[src/rtl/rv_pkg.sv]
// Shared pipeline definitions: fetch FSM encoding and the canonical NOP,
// reused by the fetch stage today and the decode stage later.
package rv_pkg;

  typedef enum logic [1:0] {
    StIdle  = 2'd0,
    StWait  = 2'd1,
    StHold  = 2'd2,
    StDrain = 2'd3
  } fetch_state_e;

  // addi x0, x0, 0
  localparam logic [31:0] NopInstr = 32'h0000_0013;

  localparam int unsigned TmrW = 8;

endpackage

[src/rtl/fetch_timeout_ctr.sv]
// Cycle counter for bounded waits on instruction memory; term_o flags the
// last allowed cycle so the owner can bail out on the same edge.
module fetch_timeout_ctr
  import rv_pkg::*;
#(
  parameter int unsigned TIMEOUT = 64
) (
  input  logic clk,
  input  logic reset,
  input  logic clr_i,
  input  logic en_i,
  output logic term_o
);

  localparam logic [TmrW-1:0] TermCnt = TmrW'(TIMEOUT - 1);

  logic [TmrW-1:0] count_d, count_q;

  assign term_o = (count_q == TermCnt);

  // Clear wins so a fresh wait always starts from zero; hold at terminal.
  always_comb begin
    count_d = count_q;
    if (clr_i) begin
      count_d = '0;
    end else if (en_i && !term_o) begin
      count_d = count_q + TmrW'(1);
    end
  end

  always_ff @(posedge clk) begin
    if (reset) begin
      count_q <= '0;
    end else begin
      count_q <= count_d;
    end
  end

endmodule

[src/rtl/instr_fetch_unit.sv]
// Fetch stage: one outstanding word request to instruction memory, a single
// holding slot toward decode, and pc_we to advance the PC on consumption.
module instr_fetch_unit
  import rv_pkg::*;
#(
  parameter int unsigned          ADDR_W    = 32,
  parameter int unsigned          DATA_W    = 32,
  parameter int unsigned          TIMEOUT   = 64,
  parameter logic [DATA_W-1:0]    NOP_INSTR = DATA_W'(NopInstr)
) (
  input  logic              clk,
  input  logic              reset,
  input  logic              fetch_en_i,
  input  logic [ADDR_W-1:0] pc_in_i,
  input  logic              flush_i,
  output logic              imem_req_o,
  output logic [ADDR_W-1:0] imem_addr_o,
  input  logic              imem_gnt_i,
  input  logic              imem_rvalid_i,
  input  logic [DATA_W-1:0] imem_rdata_i,
  output logic              instr_valid_o,
  input  logic              instr_ready_i,
  output logic [DATA_W-1:0] instr_o,
  output logic [ADDR_W-1:0] instr_pc_o,
  output logic              instr_fault_o,
  output logic              pc_we_o
);

  fetch_state_e      state_d, state_q;
  logic [DATA_W-1:0] instr_d, instr_q;
  logic [ADDR_W-1:0] pc_d, pc_q;
  logic              fault_d, fault_q;
  logic              tmr_clr, tmr_en, tmr_term;
  logic              aligned;

  assign aligned     = (pc_in_i[1:0] == 2'b00);
  assign imem_addr_o = pc_in_i;
  assign instr_o     = instr_q;
  assign instr_pc_o  = pc_q;
  assign instr_fault_o = fault_q;

  fetch_timeout_ctr #(
    .TIMEOUT (TIMEOUT)
  ) u_timeout_ctr (
    .clk    (clk),
    .reset  (reset),
    .clr_i  (tmr_clr),
    .en_i   (tmr_en),
    .term_o (tmr_term)
  );

  always_comb begin
    state_d       = state_q;
    instr_d       = instr_q;
    pc_d          = pc_q;
    fault_d       = fault_q;
    imem_req_o    = 1'b0;
    instr_valid_o = 1'b0;
    pc_we_o       = 1'b0;
    tmr_clr       = 1'b0;
    tmr_en        = 1'b0;

    unique case (state_q)
      StIdle: begin
        imem_req_o = fetch_en_i && !flush_i && aligned;
        if (imem_req_o && imem_gnt_i) begin
          pc_d    = pc_in_i;
          tmr_clr = 1'b1;
          state_d = StWait;
        end else if (fetch_en_i && !flush_i && !aligned) begin
          // Misaligned PC never reaches memory; hand decode a faulting NOP.
          pc_d    = pc_in_i;
          instr_d = NOP_INSTR;
          fault_d = 1'b1;
          state_d = StHold;
        end
      end

      StWait: begin
        tmr_en = 1'b1;
        if (flush_i) begin
          if (imem_rvalid_i) begin
            state_d = StIdle;
          end else begin
            tmr_clr = 1'b1;
            state_d = StDrain;
          end
        end else if (imem_rvalid_i) begin
          instr_d = imem_rdata_i;
          fault_d = 1'b0;
          state_d = StHold;
        end else if (tmr_term) begin
          instr_d = NOP_INSTR;
          fault_d = 1'b1;
          state_d = StHold;
        end
      end

      StHold: begin
        instr_valid_o = 1'b1;
        if (flush_i) begin
          state_d = StIdle;
        end else if (instr_ready_i) begin
          pc_we_o = 1'b1;
          state_d = StIdle;
        end
      end

      StDrain: begin
        // The squashed request still owes one response; swallow it.
        tmr_en = 1'b1;
        if (imem_rvalid_i || tmr_term) begin
          state_d = StIdle;
        end
      end

      default: state_d = StIdle;
    endcase
  end

  always_ff @(posedge clk) begin
    if (reset) begin
      state_q <= StIdle;
      instr_q <= '0;
      pc_q    <= '0;
      fault_q <= 1'b0;
    end else begin
      state_q <= state_d;
      instr_q <= instr_d;
      pc_q    <= pc_d;
      fault_q <= fault_d;
    end
  end

endmodule

[config.mk]
export PLATFORM = sky130hd
export DESIGN_NAME = instr_fetch_unit
export DESIGN_NICKNAME = d
export VERILOG_FILES = /design/src/rtl/rv_pkg.sv /design/src/rtl/fetch_timeout_ctr.sv /design/src/rtl/instr_fetch_unit.sv
export SDC_FILE = /design/constraint.sdc
export NUM_CORES = 1
export LEC_CHECK = 0
export ABC_AREA = 1
export CORE_UTILIZATION = 60
export CTS_BUF_LIST = sky130_fd_sc_hd__clkbuf_8 sky130_fd_sc_hd__clkbuf_16
export DETAILED_ROUTE_END_ITERATION = 16
export DONT_BUFFER_PORTS = 1
export PLACE_DENSITY = 0.76
export SLEW_MARGIN = 10
export SYNTH_ARGS = -nofsm -noshare
export SYNTH_HDL_FRONTEND = slang
export SYNTH_SLANG_ARGS = --single-unit
[constraint.sdc]
create_clock -name clk -period 2.75 [get_ports clk]
set_input_delay 0.4125 -clock clk [delete_from_list [all_inputs] [get_ports clk]]
set_output_delay 0.4125 -clock clk [all_outputs]
set_load 0.01 [all_outputs]
==> results of run 1 <==
-- synth_stat cells --
library cell and number:
nand2_1 67, o21ai_4 1, nor4_1 1, inv_1 49, buf_6 4, a21oi_1 71
nor3b_1 1, nor2_1 18, o21ai_0 35, o211ai_2 1, dfxtp_1 75, nor2_2 1
xor2_1 4, nand4_1 2, nand2_2 1, ha_1 1, nor3_1 5, clkbuf_1 13
inv_2 2, buf_2 4, nand3_1 36, nor2_4 2, buf_4 33, nand3b_1 1
and3_1 1, nand2_4 1
-- routing by layer --
layer | track usage | vias up | share of wire
li1 | - | 1281 | -
met1 | 0.245 | 1076 | 0.41
met2 | 0.342 | 116 | 0.47
met3 | 0.0926 | 21 | 0.093
met4 | 0.136 | 0 | 0.032
met5 | 0 | - | 0
-- logic make-up after synthesis --
group	synth area share
and+or+nand+nor	0.187
AOI/OAI and AO/OA	0.171
buffers and inverters	0.169
DFF	0.459
xor gates and xnor gates	0.0107
adders and majority gates	0.00382
-- state kept, by name, summed over array words and instances (netlist names) --
signal	cells
instr_o	32
u_timeout_ctr.count_q	8
instr_pc_o	32
state_q	2
instr_fault_o	1
-- through the flow --
step | utilization | worst slack [ns] | hold slack (ns) | instance area, um^2 | std cells
final | 0.631 | 0.842 | 0.126 | 3270 | 466
after global routing | 0.631 | 0.625 | 0.101 | 3270 | 466
after CTS | 0.631 | 0.872 | 0.107 | 3270 | 466
after detailed placement | 0.588 | 0.895 | 0.473 | 3040 | 450
after global placement | 0.588 | 0.914 | 0.475 | 3040 | 450
after floorplan | - | 1.25 | 0.444 | 3270 | 430
-- report_power, final --
part	internal (uW)	switching, uW
logic	162	396
registers	1220	150
clock network	535	398
total	1920	944
-- final cells by class --
cell class / count / area share
flip-flops and latches: 75 / 0.460
clock buffers: 10 / 0.0421
clock inverters: 6 / 0.0272
repair buffers: 4 / 0.00920
well taps: 70 / 0.0268
inverters: 51 / 0.0586
multi-input cells: 250 / 0.376
-- final timing paths --
path                                              start                                    end  slack [ns]  cells after the start
hold reg to reg   u_timeout_ctr.count_q[7]$_SDFFE_PP0P_  u_timeout_ctr.count_q[7]$_SDFFE_PP0P_        0.48                      2
setup / recovery                state_q[0]$_SDFFE_PP0P_                instr_o[9]$_SDFFE_PP0P_        0.84                      6
setup reg to reg                state_q[0]$_SDFFE_PP0P_                instr_o[9]$_SDFFE_PP0P_        0.84                      6
hold / removal                                    reset               instr_o[30]$_SDFFE_PP0P_        0.13                      1
-- critical path, cell delays in order (launching register included) --
cell and delay (ns):
dfxtp_1 0.37, nor2_1 0.41, nand3_1 0.22, o21ai_4 0.25, buf_4 0.31, nand3_1 0.10
a21oi_1 0.18
==> results.cfg, run 1 <==
[outcome]
status = completed

[drt]
drtIter0Drc = 120
route.vias.total = 2494
drtPass1Iterations = 4
wl_per_cell_um = 13.9
routed_wl_um = 6460
viasPerCell = 5.35
drc = 0
drtAntennaViolNets = 0

[clock_tree]
cts_setup_buffers = 0
cts_buffer_depth = 2
cts_tree = built
cts_resized = 0
root_buffer = clkbuf_8
holdBufCountCts = 0
clock_latency_ns = 0.34
numCtsBuffers = 9
cts.sinks = 75
htree_num_levels = 3
path_clk_slew_ns = 0.08

[pwr]
power_density_nw_per_um2 = 876
fin_total_pwr_uw = 2860
total_leakage_power_uw = 0.00119
peakVddDrop_v = 0.000477

[synth]
ys_warn_count = 0
synth.avg_cell_area_um2 = 7.61
netlist_area_um2 = 3270
synthTopCellsByArea = dfxtp_1, a21oi_1, nand2_1
synth.distinct_cells = 26
netlist_instances = 430
yosysSeqAreaShare = 0.459
synth_top_area_frac = 0.459
synth-seq-cells = 75
synth_nets = 502
yosys.area.top_type = dfxtp_1

[floorplan]
start_util = 0.633
die_x_um = 75.8
die_area_um2 = 5750
die_h_um = 75.8
io_pins = 171
core_um2 = 5170
rows = 26

[timing]
finClkSkew_ns = 0.00959
fmax_mhz = 524
tightestPinTransition_ns = 0.657
hold_viol_final = 0
setup_viol = 0
maxSlewViolCount = 0
fin_crit_sh = 0.694
rsz0062_at_grt = false
slew_headroom = 0.558
tns_ns = 0
min_period_ns = 1.91

[finish]
regArea_um2 = 1500
final_common_cell = dfxtp_1
drive_above_1_share = 0.0758
most-common-layout-cells = dfxtp_1, a21oi_1, nand2_1, inv_1, nand3_1
nNetsFinal = 463
multi_input_area_um2 = 1230
area_growth_syn_to_layout_pct = -0.191
diodes = 0
nFillCells = 465

[grt]
grt_pass1_vias = 2075
grt_max_degree = 65
grt_pass1_wl_um = 9090
antenna_found_initial = 0
overflow = 0
grt_usage = 0.218

[hold_path]
hold_class = input port to flop

[critical_path]
critPathKind = flop to flop
arrival_ns = 2.18
crit_required_ns = 3.02
crit_path_end_kind = flop
crit_path_start_kind = flop
cp_max_fo = 19

[placed_design]
portBuffers = 0
place.gp.congestion = 0.861
dp_hpwl_um = 4590

[run]
drv_cap = 0
Note: power is estimated with default switching activity, not from simulation.
==> run 2: changes to the inputs <==
- clock period: 2.75 -> 1.9 ns (I/O delays scaled with it)
==> results.cfg, run 2 (synthesis results as in run 1) <==
[outcome]
status = completed

[critical_path]
cp_num_cells = 8
crit_top_cell = nand2_1
crit_slowest_cell = dfxtp_1
crit_path_start_kind = flop
crit_path_end_kind = flop
cp_top_family = simple AND/OR/NAND/NOR gates
max_stage_delay_ns = 0.36
arrival_ns = 1.87
path_buf_inv = 1
crit_required_ns = 2.09
cp_max_fo = 29
worstRegToRegCells = 8
crit_chain = ha_1 > inv_1 > nor2_1 > nand2_1 > nand2_2 > nand2_4 > nand2_1 > a21oi_1
critPathKind = flop to flop

[clock_tree]
root_buffer = clkbuf_8
numCtsBuffers = 9
path_clk_slew_ns = 0.08
cts_tree = built
htree_num_levels = 3
cts_resized = 0
cts_buffer_depth = 2
clock_latency_ns = 0.34
cts.sinks = 75

[pwr]
total_leakage_power_uw = 0.00125
share_comb_of_total_power = 0.213
switching_share = 0.322
power_frac_clock = 0.327
power_frac_seq = 0.461
power.internal_uw = 2920
p_switching_uw = 1390
peakVddDrop_v = 0.000763
power_density_nw_per_um2 = 1280

[timing]
hold_viol_final = 0
tns_ns = 0
finClkSkew_ns = 0.00916
fmax_mhz = 595
min_period_ns = 1.68
setup_ws_ns = 0.221
setup_viol = 0
tightestPinTransition_ns = 0.874
rsz0062_at_grt = false
slew_headroom = 0.416
maxSlewViolCount = 0
fin_crit_sh = 0.884
fin_hold_ws_ns = 0.0166

[grt]
grt_pass1_vias = 2210
grt_pass1_wl_um = 9600
grt_max_degree = 65
grt_usage = 0.226
overflow = 0
antenna_found_initial = 0

[drt]
wl_per_cell_um = 14.1
routed_wl_um = 6670
drtPass1Iterations = 4
route.vias.total = 2566
viasPerCell = 5.42
drtAntennaViolNets = 0
drtIter0Drc = 121
drc = 0

[floorplan]
die_h_um = 75.8
die_area_um2 = 5750
start_util = 0.633
rows = 26
die_x_um = 75.8
io_pins = 171
core_um2 = 5170

[placed_design]
dp_hpwl_um = 4670
portBuffers = 0
place.gp.congestion = 0.867
place_ws_ns = 0.228
dp.cells = 453

[run]
drv_cap = 0

[hold_path]
whs_path_depth = 1
hold_class = input port to flop

[finish]
fin_cells = 473
final_common_cell = dfxtp_1
drive_above_1_share = 0.0844
post-route-util = 0.649
nNetsFinal = 470
most-common-layout-cells = dfxtp_1, a21oi_1, nand2_1, inv_1, nand3_1
nFillCells = 433
area_growth_syn_to_layout_pct = 2.68
diodes = 0
## run 2: changes by cell type in the layout (fill, tap and decap cells not counted)
| cell | delta |
|---|---|
| inv_1 | +1 |
| dlygate4sd3_1 | +2 |
| clkinv_2 | -1 |
| clkinvlp_4 | -2 |
| buf_12 | +2 |
| clkbuf_8 | +2 |
| buf_4 | +3 |
## run 2: timing repair
action | in CTS | in global routing
buffers inserted | 0 | 2
hold buffers | 2 | 0
endpoints found under the setup margin | 0 | 11
hold endpoints to repair | 25 | 0
## run 2: path summary, 6_finish.rpt
kind | slack [ns] | end | from
worst min register to register | 0.48 | u_timeout_ctr.count_q[7]$_SDFFE_PP0P_ | u_timeout_ctr.count_q[7]$_SDFFE_PP0P_
worst min-delay path | 0.02 | instr_o[1]$_SDFFE_PP0P_ | reset
worst max-delay path | 0.22 | instr_o[31]$_SDFFE_PP0P_ | u_timeout_ctr.count_q[0]$_SDFFE_PP0P_
worst max register to register | 0.22 | instr_o[31]$_SDFFE_PP0P_ | u_timeout_ctr.count_q[0]$_SDFFE_PP0P_
## run 2: per-layer routing
layer | GRT usage | vias to the layer above | part of all wire
li1 | - | 1292 | -
met1 | 0.254 | 1139 | 0.41
met2 | 0.375 | 111 | 0.48
met3 | 0.0688 | 24 | 0.077
met4 | 0.144 | 0 | 0.030
met5 | 0 | - | 0
## run 2: metrics by stage
stage | cell area (um^2) | power (uW)
after detailed placement | 3090 | 2910
after CTS | 3340 | 4330
after floorplan | 3270 | 2780
after global routing | 3360 | 4570
final | 3360 | 4310
after global placement | 3090 | 2870
## run 2: power by group through the flow
stage               registers [uW]  clock network, uW  logic [uW]
finish                        1990               1410         917
CTS                           1990               1440         897
floorplan                     1980                  0         803
global placement              2020                  0         850
global route                  2010               1500        1060
detailed placement            2020                  0         885
## run 2: area by class of cell
cell class,count,area (um^2),share of cell area
clock buffer,12,165,0.0492
timing repair buffer,11,113,0.0335
inverter,51,191,0.0570
multi-input combinational,250,1230,0.366
clock inverter,4,72.6,0.0216
sequential,75,1500,0.447
tap,70,87.6,0.0261
